==> src/rtl/reg374_bus_scheduler.sv <==
// Round-robin scheduler for N_SLOT 74LS374-style registers on one shared 8-bit bus.
// Drives each slot's latch clock and output enable, with dead turnaround cycles after every operation.
module reg374_bus_scheduler #(
  parameter int N_SLOT   = 4,
  parameter int RD_CYC   = 2,
  parameter int TURN_CYC = 1
) (
  input  logic              clk,
  input  logic              rst_n,
  input  logic [N_SLOT-1:0] req,
  input  logic [N_SLOT-1:0] req_wr,
  output logic [N_SLOT-1:0] grant,
  output logic              gnt_wr,
  output logic [N_SLOT-1:0] le_clk,
  output logic [N_SLOT-1:0] oe_n,
  output logic              sample,
  output logic              done,
  output logic              busy
);

  localparam int PW   = (N_SLOT > 1) ? $clog2(N_SLOT) : 1;
  localparam int MAXC = (RD_CYC > TURN_CYC) ? RD_CYC : TURN_CYC;
  localparam int CW   = $clog2(MAXC + 1);

  typedef enum logic [2:0] {IDLE, GRANT, LATCH, DRIVE, TURN} state_t;

  state_t          state;
  logic [PW-1:0]   rr_ptr;
  logic [CW-1:0]   cnt;

  logic            found;
  logic [PW-1:0]   win;
  logic [PW-1:0]   rr_nxt;
  logic [N_SLOT-1:0] win_oh;

  // Scan upward from rr_ptr, wrapping at N_SLOT-1; the first requester found wins.
  always_comb begin
    // NOTE: every variable gets a default before the loop so no latch is inferred.
    found = 1'b0;
    win   = '0;
    for (int k = 0; k < N_SLOT; k++) begin
      int j;
      j = int'(rr_ptr) + k;
      if (j >= N_SLOT) j = j - N_SLOT;
      if (!found && req[PW'(j)]) begin
        found = 1'b1;
        win   = PW'(j);
      end
    end
    rr_nxt = (win == PW'(N_SLOT - 1)) ? '0 : win + 1'b1;
    win_oh = N_SLOT'(1) << win;
  end

  always_ff @(posedge clk or negedge rst_n) begin
    if (!rst_n) begin
      state  <= IDLE;
      rr_ptr <= '0;
      cnt    <= '0;
      grant  <= '0;
      gnt_wr <= 1'b0;
      le_clk <= '0;
      oe_n   <= '1;
      sample <= 1'b0;
      done   <= 1'b0;
      busy   <= 1'b0;
    end else begin
      // NOTE: non-blocking throughout; strobes default off so only the active state raises them.
      le_clk <= '0;
      oe_n   <= '1;
      sample <= 1'b0;
      done   <= 1'b0;
      case (state)
        IDLE: begin
          if (found) begin
            state  <= GRANT;
            grant  <= win_oh;
            gnt_wr <= req_wr[win];
            rr_ptr <= rr_nxt;
            busy   <= 1'b1;
          end
        end
        GRANT: begin
          if (gnt_wr) begin
            state  <= LATCH;
            le_clk <= grant;
          end else begin
            state  <= DRIVE;
            oe_n   <= ~grant;
            cnt    <= CW'(RD_CYC - 1);
            sample <= (RD_CYC == 1);
          end
        end
        LATCH: begin
          state <= TURN;
          cnt   <= CW'(TURN_CYC - 1);
          done  <= (TURN_CYC == 1);
        end
        DRIVE: begin
          if (cnt != '0) begin
            cnt    <= cnt - 1'b1;
            oe_n   <= ~grant;
            sample <= (cnt == CW'(1));
          end else begin
            state <= TURN;
            cnt   <= CW'(TURN_CYC - 1);
            done  <= (TURN_CYC == 1);
          end
        end
        TURN: begin
          if (cnt != '0) begin
            cnt  <= cnt - 1'b1;
            done <= (cnt == CW'(1));
          end else begin
            state  <= IDLE;
            grant  <= '0;
            gnt_wr <= 1'b0;
            busy   <= 1'b0;
          end
        end
        default: begin
          state  <= IDLE;
          grant  <= '0;
          gnt_wr <= 1'b0;
          busy   <= 1'b0;
        end
      endcase
    end
  end

endmodule

==> config.mk <==
export PLATFORM = sky130hd
export DESIGN_NAME = reg374_bus_scheduler
export DESIGN_NICKNAME = d
export VERILOG_FILES = /design/src/rtl/reg374_bus_scheduler.sv
export SDC_FILE = /design/constraint.sdc
export NUM_CORES = 1
export LEC_CHECK = 0
export ABC_AREA = 1
export CAP_MARGIN = 10
export CORE_ASPECT_RATIO = 0.5
export CORE_MARGIN = 2
export CORE_UTILIZATION = 40
export CTS_CLUSTER_SIZE = 20
export DETAILED_ROUTE_END_ITERATION = 10
export DONT_BUFFER_PORTS = 1
export PLACE_DENSITY = 0.55
export RECOVER_POWER = 100
export SETUP_SLACK_MARGIN = 0.5
export SYNTH_ARGS = -nofsm -noshare
export SYNTH_HDL_FRONTEND = slang
export SYNTH_SLANG_ARGS = --single-unit
==> constraint.sdc <==
create_clock -name clk -period 1.8 [get_ports clk]
set_clock_uncertainty 0.2 [all_clocks]
set_input_delay 0.09 -clock clk [delete_from_list [all_inputs] [get_ports clk]]
set_output_delay 0.09 -clock clk [all_outputs]
set_load 0.01 [all_outputs]
; ---- Yosys cells after proc, flatten, opt, wreduce, memory -nomap -nowiden
; Cells that the tools add are included.
[classes]
n_mul = 0
add_sub_neg = 9
n_div = 0
order_cmp = 9
shift = 1
eq_ne = 11
muxes = 53
n_bitwise = 2
reduce_logical = 14
[op_table]
columns = cell, n
row1 = 2-to-1 mux 2 bit, 12
row2 = 2-to-1 mux 4 bit, 6
row3 = 2-to-1 mux 1 bit, 20
row4 = "< comparator 2 x 4 -> 1 bit, second input constant", 4
row5 = one-hot mux 3 bit (5 select lines), 1
row6 = one-hot mux 4 bit (3 select lines), 1
row7 = binary-select mux 1 bit (select 2 bit), 5
row8 = "!= test 2 bit, second input constant", 5
row9 = "subtractor 2 x 1 -> 2 bit, second input constant", 5
row10 = ">= comparator 3 bit, second input constant", 3
row11 = 2-to-1 mux 3 bit, 3
row12 = one-hot mux 1 bit (3 select lines), 3
row13 = AND reduction 3 bit, 3
row14 = one-hot mux 2 bit (4 select lines), 1
row15 = one-hot mux 4 bit (2 select lines), 1
row16 = "adder 2 x 2 -> 3 bit, second input constant", 2
row17 = "== test 3 x 2 -> 1 bit, second input constant", 2
row18 = inverter 4 bit, 1
row19 = nonzero test 4 bit, 1
row20 = "left shift 1 x 2 -> 4 bit, first input constant", 1
row21 = "adder 2 x 1 -> 3 bit, second input constant", 1
row22 = "== test 3 x 1 -> 1 bit, second input constant", 1
row23 = "== test 3 bit, second input constant", 1
row24 = ">= comparator 2 x 3 -> 1 bit, second input constant", 1
row25 = 11 further kinds, 15
[word_totals]
output_inout_bits = 16
latch_bits = 0
regBits = 23
mem_count = 0
mem_bits_rw = 0
inputBits = 10
elab_cells = 109
rom_bits = 0

; ---- Depth between registers and ports, before layout
; Gate-level depths: netlist of the first run.
[depth]
depth_word = 19
depth_mapped = 13
ltp_nobuf = 13

; ---- Worst setup path after synthesis of the first run
; Ideal clock, no wire load.
[synth_path]
path_type = register -> register
from = register rr_ptr[0]
to = register rr_ptr[1]
path_stages_with_launch = 13
required_time_ps = 1477
arrival_ps = 1574
path_buffers = 1
setup_slack_ps = -97
synth_period_minus_slack_ps = 1897
setup_ps = 123
cell_sequence = dfrtp_1 buf_6 nand2_1 nand2_1 nand2_2 inv_2 nor2_1 nand3_4 nand3_2 inv_1 ha_1 nand2_1 o21ai_1
[synth_via]
elab_chain_len = 17
elab_cells_between_ends = 45
classes_between = add/sub: 8 / order compare: 4 / eq/ne: 1 / mux: 25 / reduce/logical: 7
[synth_lines]
columns = element, line
row1 = from (decl), 28  ; logic [PW-1:0] rr_ptr;
row2 = from (signal assigned), 78  ; rr_ptr <= rr_nxt;
row3 = "parallel branches: the longest is 14 deep, another holds adder 2 x 1 -> 3 bit", --
row4 = 2-to-1 mux 2 bit *, 45  ; if (!found && req[PW'(j)]) begin
row5 = adder 2 x 1 -> 2 bit or == test 2 bit (tied branches), 50  ; rr_nxt = (win == PW'(N_SLOT - 1)) ? '0 : win + 1'b1;
row6 = 2-to-1 mux 2 bit *, 50
row7 = via rr_nxt[1], 33  ; logic [PW-1:0] rr_nxt;
; Mark *: on every way through the listed nets, which the timed path passes. The select of a mux whose other input is x is not followed.
; A chain may end at the register's enable or synchronous reset.

; ---- Worst setup path after layout of the first run
; Same ends and word-level chain as after synthesis.

==> impl_summary.log, run 1 <==
[metrics] number of hold buffers added after CTS: 5
[metrics] net count after synthesis: 201
[metrics] kind of start point of the critical path: flop
[metrics] final worst-path cycle share: 109%
[metrics] fraction of the yosys area taken by sequential cells: 41.1%
[metrics] result of the run: complete, but fails checks
[metrics] Setup Total Neg Slack: -966 ps
[metrics] net count of the finished layout: 244
[metrics] Peak supply drop: 1.03 mV
[metrics] RSZ-0062 raised after global routing: yes
[metrics] max-capacitance violation count: 0
[metrics] Global Route Usage Sum: 19.1%
[metrics] buffer type at the clock tree root: sky130_fd_sc_hd__clkbuf_8
[metrics] data arrival time at the worst-slack endpoint: 1920 ps
[metrics] width of the die: 88.0 um
[metrics] unique cell type count in the Yosys netlist: 22
[metrics] number of fillers in the final layout: 273
[metrics] Yosys warning total: 0
[metrics] CP Capture Type: flop
[metrics] total number of vias: 1,309
[metrics] Initial Util: 41.5%
[metrics] number of routed nets with antenna violations: 0
[metrics] Rows: 15
[metrics] library cell appearing most often on the critical path: sky130_fd_sc_hd__nand3_2
[metrics] initial antenna violation count: 0
[metrics] TritonCTS clock tree: yes
[metrics] most common library cell in the layout ignoring fill and taps: sky130_fd_sc_hd__nand2_1
[metrics] average cell area after synthesis: 7.71 um^2
[metrics] WHS: -151 ps
[metrics] detailed router's first-iteration violation count: 37
[metrics] leading cell types in the layout, fill and taps excluded: sky130_fd_sc_hd__nand2_1, sky130_fd_sc_hd__buf_4, sky130_fd_sc_hd__nand2_2, sky130_fd_sc_hd__dfrtp_1, sky130_fd_sc_hd__nand3_2
[metrics] overall overflow remaining after global route: 0
[metrics] number of diodes: 0
[metrics] CTS buffer count: 3
[metrics] CP cell instances: inv_2, nand2_1, nand3_2, nand2_4, nor2_8, nand3_2, nand3_2, nand2_4, inv_4, ha_4, nand2_1, o21ai_1
[metrics] actual slew at the worst max-slew pin: 1210 ps
[metrics] Final GP Congestion: 0.822
[metrics] number of instances in the synthesized netlist: 183
[metrics] path type of the worst min-delay path: in2async
[metrics] router iterations before antenna repair: 4
[metrics] total number of clock tree sinks: 23
[metrics] Slew Viols, Final: 0
[metrics] maximum buffer depth of the clock tree: 2
[metrics] estimated wirelength of the detail-placed design: 2400 um
[metrics] top-level port count: 26
[metrics] number of DRC violations after detailed routing: 0
[metrics] pin count of the biggest net entering global routing: 24
[metrics] setup slack of the critical path after layout: -162 ps
[metrics] area of the mapped netlist: 1410 um^2
[metrics] height of the chip: 46 um
[metrics] shortest period the worst path allows: 1960 ps
[metrics] CTS HTree Levels: 1
[metrics] count of buffers inserted at the top-level ports: 0
[metrics] floorplan core area: 3400 um^2
[metrics] per-cell routed wire length: 13.7 um
[metrics] cell area after layout: 2160 um^2
[metrics] maximum single-stage delay on the critical path: 470 ps
[metrics] Die Outline Area: 4050 um^2
[metrics] Required @ worst endpoint: 1760 ps
[metrics] fraction of final layout cells sized beyond drive strength 1: 52.4%
[metrics] vias in the first global route: 1,252
[metrics] Fmax achieved: 510 MHz
[metrics] total wire length: 3780 um
[metrics] relative max-transition margin: 19.5%
[metrics] via count normalized by instance count: 4.74
[metrics] startpoint-to-endpoint class of the critical path: reg2reg
[metrics] share of the core filled with cells in the final layout: 63.5%
[metrics] clock transition at the registers of the reported paths: 80 ps
[metrics] Synth Register Bits: 23
[metrics] final setup vio count: 12
[metrics] final hold violation count: 19
[metrics] leakage component of the power: 1.02 nW
[metrics] failing checks: negative hold slack, negative setup slack
[metrics] later-pin clock latency in the skew report: 270 ps
[metrics] dpl cell area: 1650 um^2
[metrics] power density of the placed cells: 2190 nW/um^2
[metrics] critical path's slowest cell: sky130_fd_sc_hd__dfrtp_2
[metrics] CP max FO: 5
[metrics] wire length of the first global-routing pass: 5710 um
[metrics] area delta synth->final: 52.7%
==> state kept, by name, indices dropped and copies added, names as in the netlist <==
register / cells
le_clk: 4
grant: 4
oe_n: 4
sample: 1
rr_ptr: 2
done: 1
gnt_wr: 1
cnt: 2
busy: 1
state: 3
==> synth_stat cells, drive strengths merged <==
cell type	number	area [um^2]
a21oi	1	5.00
a221oi	1	8.76
buf	1	11.3
dfrtp	19	475
dfstp	4	105
ha	8	100
inv	30	113
nand2	61	256
nand3	20	138
nor2	14	68.8
nor3	2	10.0
o2111ai	1	8.76
o211ai	1	7.51
o21ai	19	95.1
o221ai	1	8.76
==> worst max-delay path: cells and delay by family, from the launching register on <==
| kind | cells | cell delay [ps] |
|---|---|---|
| AOI/OAI and AO/OA | 1 | 60 |
| DFF | 1 | 470 |
| adders and majority gates | 1 | 190 |
| and+or+nand+nor | 8 | 730 |
| buffers and inverters | 2 | 190 |
==> metal layers <==
metal	vias to the layer above	routed length [um]	part of all wire (%)	GRT usage, %
met2	21	1920	51	34.7
met1	618	1720	45	23.3
li1	667	-	-	-
met3	3	129	3.4	4.71
met5	-	0	0	0
met4	0	13	0.34	4.62
==> report_power, final <==
part | switching (mW) | internal, mW
clock | 0.169 | 0.155
combinational | 1.99 | 1.49
sequential | 0.196 | 0.726
==> timing repair <==
item	in CTS	in global routing
pin swaps	26	15
cloned	1	0
gates resized for setup	55	32
setup buffers	12	8
setup endpoints to repair	19	42
endpoints found under the hold margin	24	19
==> per-stage QoR <==
step / power [mW] / worst slack, ps / hold WS [ps] / instances
after CTS: 4.36 / -152 / 275 / 268
after detailed placement: 3.38 / -186 / -405 / 246
after floorplan: 2.73 / -3.43 / -406 / 183
after global routing: 5.10 / -257 / -45.0 / 276
final: 4.73 / -162 / -151 / 276
after global placement: 3.30 / -120 / -405 / 246
==> cell type report <==
| cell class | count | area (um^2) | share of cell area (%) |
|---|---|---|---|
| inverter | 30 | 124 | 5.75 |
| sequential | 23 | 584 | 27.1 |
| multi-input combinational | 129 | 986 | 45.7 |
| clock buffer | 3 | 41.3 | 1.92 |
| tap | 51 | 63.8 | 2.96 |
| timing repair buffer | 38 | 344 | 16.0 |
| clock inverter | 1 | 5.00 | 0.232 |
| timing repair inverter | 1 | 7.51 | 0.348 |
==> cells by family (layout without fill, tap and decap cells) <==
family                   count (synthesis)  after routing  share of synthesized area, %
AO/OA/AOI/OAI                           24             24                          9.49
flip-flops                              23             23                          41.1
AND/OR/NAND/NOR                         97             97                          33.5
buffers and inverters                   31             73                          8.78
adder cells (fa/ha/maj)                  8              8                          7.09
==> path summary, 6_finish.rpt <==
check	from	end	slack (ps)	cells past startpoint
worst max-delay path	rr_ptr[0]$_DFFE_PN0P_	rr_ptr[1]$_DFFE_PN0P_	-160	12
worst min-delay path	rst_n	rr_ptr[1]$_DFFE_PN0P_	-150	1
worst max register to register	rr_ptr[0]$_DFFE_PN0P_	rr_ptr[1]$_DFFE_PN0P_	-160	12
worst min register to register	busy$_DFFE_PN0P_	busy$_DFFE_PN0P_	360	2
max in group asynchronous	rst_n	state[2]$_DFFE_PN0P_	760	1
min in group clk	req[1]	gnt_wr$_DFFE_PN0P_	290	10
No activity file was read; power rests on OpenSTA's default activity.
==> inputs of run 2 (changes only) <==
--- a/config.mk
+++ b/config.mk
@@ -7,13 +7,15 @@
 export LEC_CHECK = 0
 export ABC_AREA = 1
 export CAP_MARGIN = 10
+export CELL_PAD_IN_SITES_DETAIL_PLACEMENT = 0
+export CELL_PAD_IN_SITES_GLOBAL_PLACEMENT = 1
 export CORE_ASPECT_RATIO = 0.5
 export CORE_MARGIN = 2
 export CORE_UTILIZATION = 40
 export CTS_CLUSTER_SIZE = 20
 export DETAILED_ROUTE_END_ITERATION = 10
 export DONT_BUFFER_PORTS = 1
-export PLACE_DENSITY = 0.55
+export PLACE_DENSITY = 0.72
 export RECOVER_POWER = 100
 export SETUP_SLACK_MARGIN = 0.5
 export SYNTH_ARGS = -nofsm -noshare
==> impl_summary.log, run 2 (synthesis gave the netlist of run 1 again) <==
[metrics] result of the run: complete, but fails checks
[metrics] failing checks: negative hold slack, negative setup slack
[metrics] final hold violation count: 19 (unchanged)
[metrics] per-cell routed wire length: 13.3 um (-3.0%)
[metrics] startpoint-to-endpoint class of the critical path: reg2reg
[metrics] Global Route Usage Sum: 18.3% (-0.79 points)
[metrics] estimated wirelength of the detail-placed design: 2260 um (-5.9%)
[metrics] RSZ-0062 raised after global routing: yes
[metrics] total number of clock tree sinks: 23 (unchanged)
[metrics] floorplan core area: 3400 um^2 (unchanged)
[metrics] internal power: 2.36 mW (-0.47%)
[metrics] path type of the worst min-delay path: in2async
[metrics] fraction of final layout cells sized beyond drive strength 1: 50.2% (-2.2 points)
[metrics] total number of vias: 1,332 (+1.8%)
[metrics] count of buffers inserted at the top-level ports: 0 (unchanged)
[metrics] height of the chip: 46 um (unchanged)
[metrics] pin count of the biggest net entering global routing: 24 (unchanged)
[metrics] detailed router's first-iteration violation count: 21 (-43%)
[metrics] CP cell instances: buf_4, nand2_1, nand3_2, nand2_4, inv_2, nand2_2, nand2_2, nand3_4, inv_4, ha_4, nand2_2, o21ai_1
[metrics] CTS HTree Levels: 1 (unchanged)
[metrics] buffer type at the clock tree root: sky130_fd_sc_hd__clkbuf_8
[metrics] cell area after layout: 2110 um^2 (-2.2%)
[metrics] number of diodes: 0 (unchanged)
[metrics] clock transition at the registers of the reported paths: 80 ps (about the same)
[metrics] leakage component of the power: 1.01 nW (-1.4%)
[metrics] Peak supply drop: 0.879 mV (-15%)
[metrics] later-pin clock latency in the skew report: 260 ps (about the same)
[metrics] Fmax achieved: 506 MHz (-0.74%)
[metrics] initial antenna violation count: 0 (unchanged)
[metrics] dpl cell area: 1630 um^2 (-1.4%)
[metrics] number of hold buffers added after CTS: 5 (unchanged)
[metrics] CP max FO: 5 (unchanged)
[metrics] total wire length: 3670 um (-3.0%)
[metrics] Die Outline Area: 4050 um^2 (unchanged)
[metrics] most common library cell in the layout ignoring fill and taps: sky130_fd_sc_hd__nand2_1
[metrics] worst setup slack before clock tree synthesis: -252 ps (-66.0 ps)
[metrics] CP Capture Type: flop
[metrics] Crit path max-delay family: simple AND/OR/NAND/NOR gates
[metrics] final setup vio count: 11 (-1)
[metrics] router iterations before antenna repair: 4 (unchanged)
[metrics] setup slack of the critical path after layout: -176 ps (-14.5 ps)
[metrics] final worst-path cycle share: 110% (+0.81 points)
[metrics] CTS buffer count: 3 (unchanged)
[metrics] net count of the finished layout: 244 (unchanged)
[metrics] maximum buffer depth of the clock tree: 2 (unchanged)
[metrics] area delta synth->final: 49.4%
[metrics] max-capacitance violation count: 0 (unchanged)
[metrics] actual slew at the worst max-slew pin: 1220 ps (+14.7 ps)
[metrics] WHS: -145 ps (+6.15 ps)
[metrics] top-level port count: 26 (unchanged)
[metrics] leading cell types in the layout, fill and taps excluded: sky130_fd_sc_hd__nand2_1, sky130_fd_sc_hd__nand2_2, sky130_fd_sc_hd__buf_4, sky130_fd_sc_hd__inv_1, sky130_fd_sc_hd__dfrtp_1
[metrics] data arrival time at the worst-slack endpoint: 1930 ps (about the same)
[metrics] overall overflow remaining after global route: 0 (unchanged)
[metrics] relative max-transition margin: 18.5% (-0.98 points)
[metrics] Required @ worst endpoint: 1750 ps (about the same)
[metrics] critical path's slowest cell: sky130_fd_sc_hd__dfrtp_2
[metrics] portion of total power attributed to the clock network: 6.9% (about the same)
[metrics] Slew Viols, Final: 0 (unchanged)
[metrics] number of DRC violations after detailed routing: 0 (unchanged)
[metrics] registers with the most flip-flops: grant x4, le_clk x4, oe_n x4
[metrics] proportion of power drawn by flip-flops and latches: 19.9% (+0.4 points)
[metrics] register-to-register setup slack: -180 ps (about the same)
[metrics] TritonCTS clock tree: yes
[metrics] library cell appearing most often on the critical path: sky130_fd_sc_hd__nand2_2
[metrics] Initial Util: 41.5% (unchanged)
[metrics] switching part of the total: 48.9% (-0.86 points)
[metrics] via count normalized by instance count: 4.83 (+1.8%)
[metrics] Bufs and invs on worst path: 3 (+1)
[metrics] width of the die: 88.0 um (unchanged)
[metrics] shortest period the worst path allows: 1980 ps (+14.5 ps)
[metrics] vias in the first global route: 1,180 (-5.8%)
[metrics] net load switching power: 2.26 mW (-3.8%)
[metrics] number of routed nets with antenna violations: 0 (unchanged)
[metrics] kind of start point of the critical path: flop
[metrics] Setup Total Neg Slack: -1080 ps (-109 ps)
[metrics] wire length of the first global-routing pass: 5550 um (-2.8%)
[metrics] power density of the placed cells: 2190 nW/um^2 (about the same)
[metrics] Final GP Congestion: 0.836 (+1.8%)
[metrics] part of the total power dissipated in combinational logic: 73.2% (-0.4 points)
[metrics] maximum single-stage delay on the critical path: 480 ps (about the same)
[metrics] Rows: 15 (unchanged)
run 2: cell type report:
type                    count  area (um^2)
clock buffers               4         45.0
well taps                  51         63.8
fillers                   294         1290
flip-flops and latches     23          584
multi-input cells         129          950
repair buffers             38          333
inverters                  30          125
repair inverters            1         7.51
run 2: routing by layer:
layer	wire length [um]	up-vias	global-route usage, %
li1	-	669	-
met1	1600	636	23.5
met2	1930	21	32.4
met3	109	6	4.53
met4	23	0	2.77
met5	0	-	0
run 2: power groups by stage:
stage	Combinational (mW)	Sequential, mW	Clock [mW]
after floorplan	1.82	0.903	0
after global placement	2.32	0.929	0
after detailed placement	2.34	0.936	0
after CTS	2.62	0.930	0.329
after global routing	3.73	0.947	0.367
final	3.39	0.921	0.318
run 2: repair_timing:
| action | CTS | global route |
|---|---|---|
| endpoints found under the hold margin | 24 | 19 |
| endpoints found under the setup margin | 23 | 42 |
| buffers inserted | 10 | 13 |
| resized for setup | 15 | 66 |
| gates cloned | 0 | 1 |
| pin swaps | 10 | 19 |
run 2: path summary, 6_finish.rpt:
path,startpoint,end,cells past startpoint
min reg2reg,busy$_DFFE_PN0P_,busy$_DFFE_PN0P_,2
max reg2reg,rr_ptr[0]$_DFFE_PN0P_,rr_ptr[1]$_DFFE_PN0P_,12
max in group asynchronous,rst_n,rr_ptr[1]$_DFFE_PN0P_,1
min in group clk,req[0],rr_ptr[0]$_DFFE_PN0P_,9
min,rst_n,le_clk[0]$_DFF_PN0_,1
max,rr_ptr[0]$_DFFE_PN0P_,rr_ptr[1]$_DFFE_PN0P_,12
run 2: through the flow:
| stage | instances | utilization [%] | power, mW |
|---|---|---|---|
| 4_1_cts | 262 | 54.3 | 3.88 |
| 3_5_place_dp | 243 | 48.0 | 3.27 |
| 6_report | 276 | 62.1 | 4.63 |
| 5_1_grt | 276 | 62.1 | 5.04 |
| 3_3_place_gp | 243 | 48.0 | 3.25 |
| 2_1_floorplan | 183 | - | 2.73 |
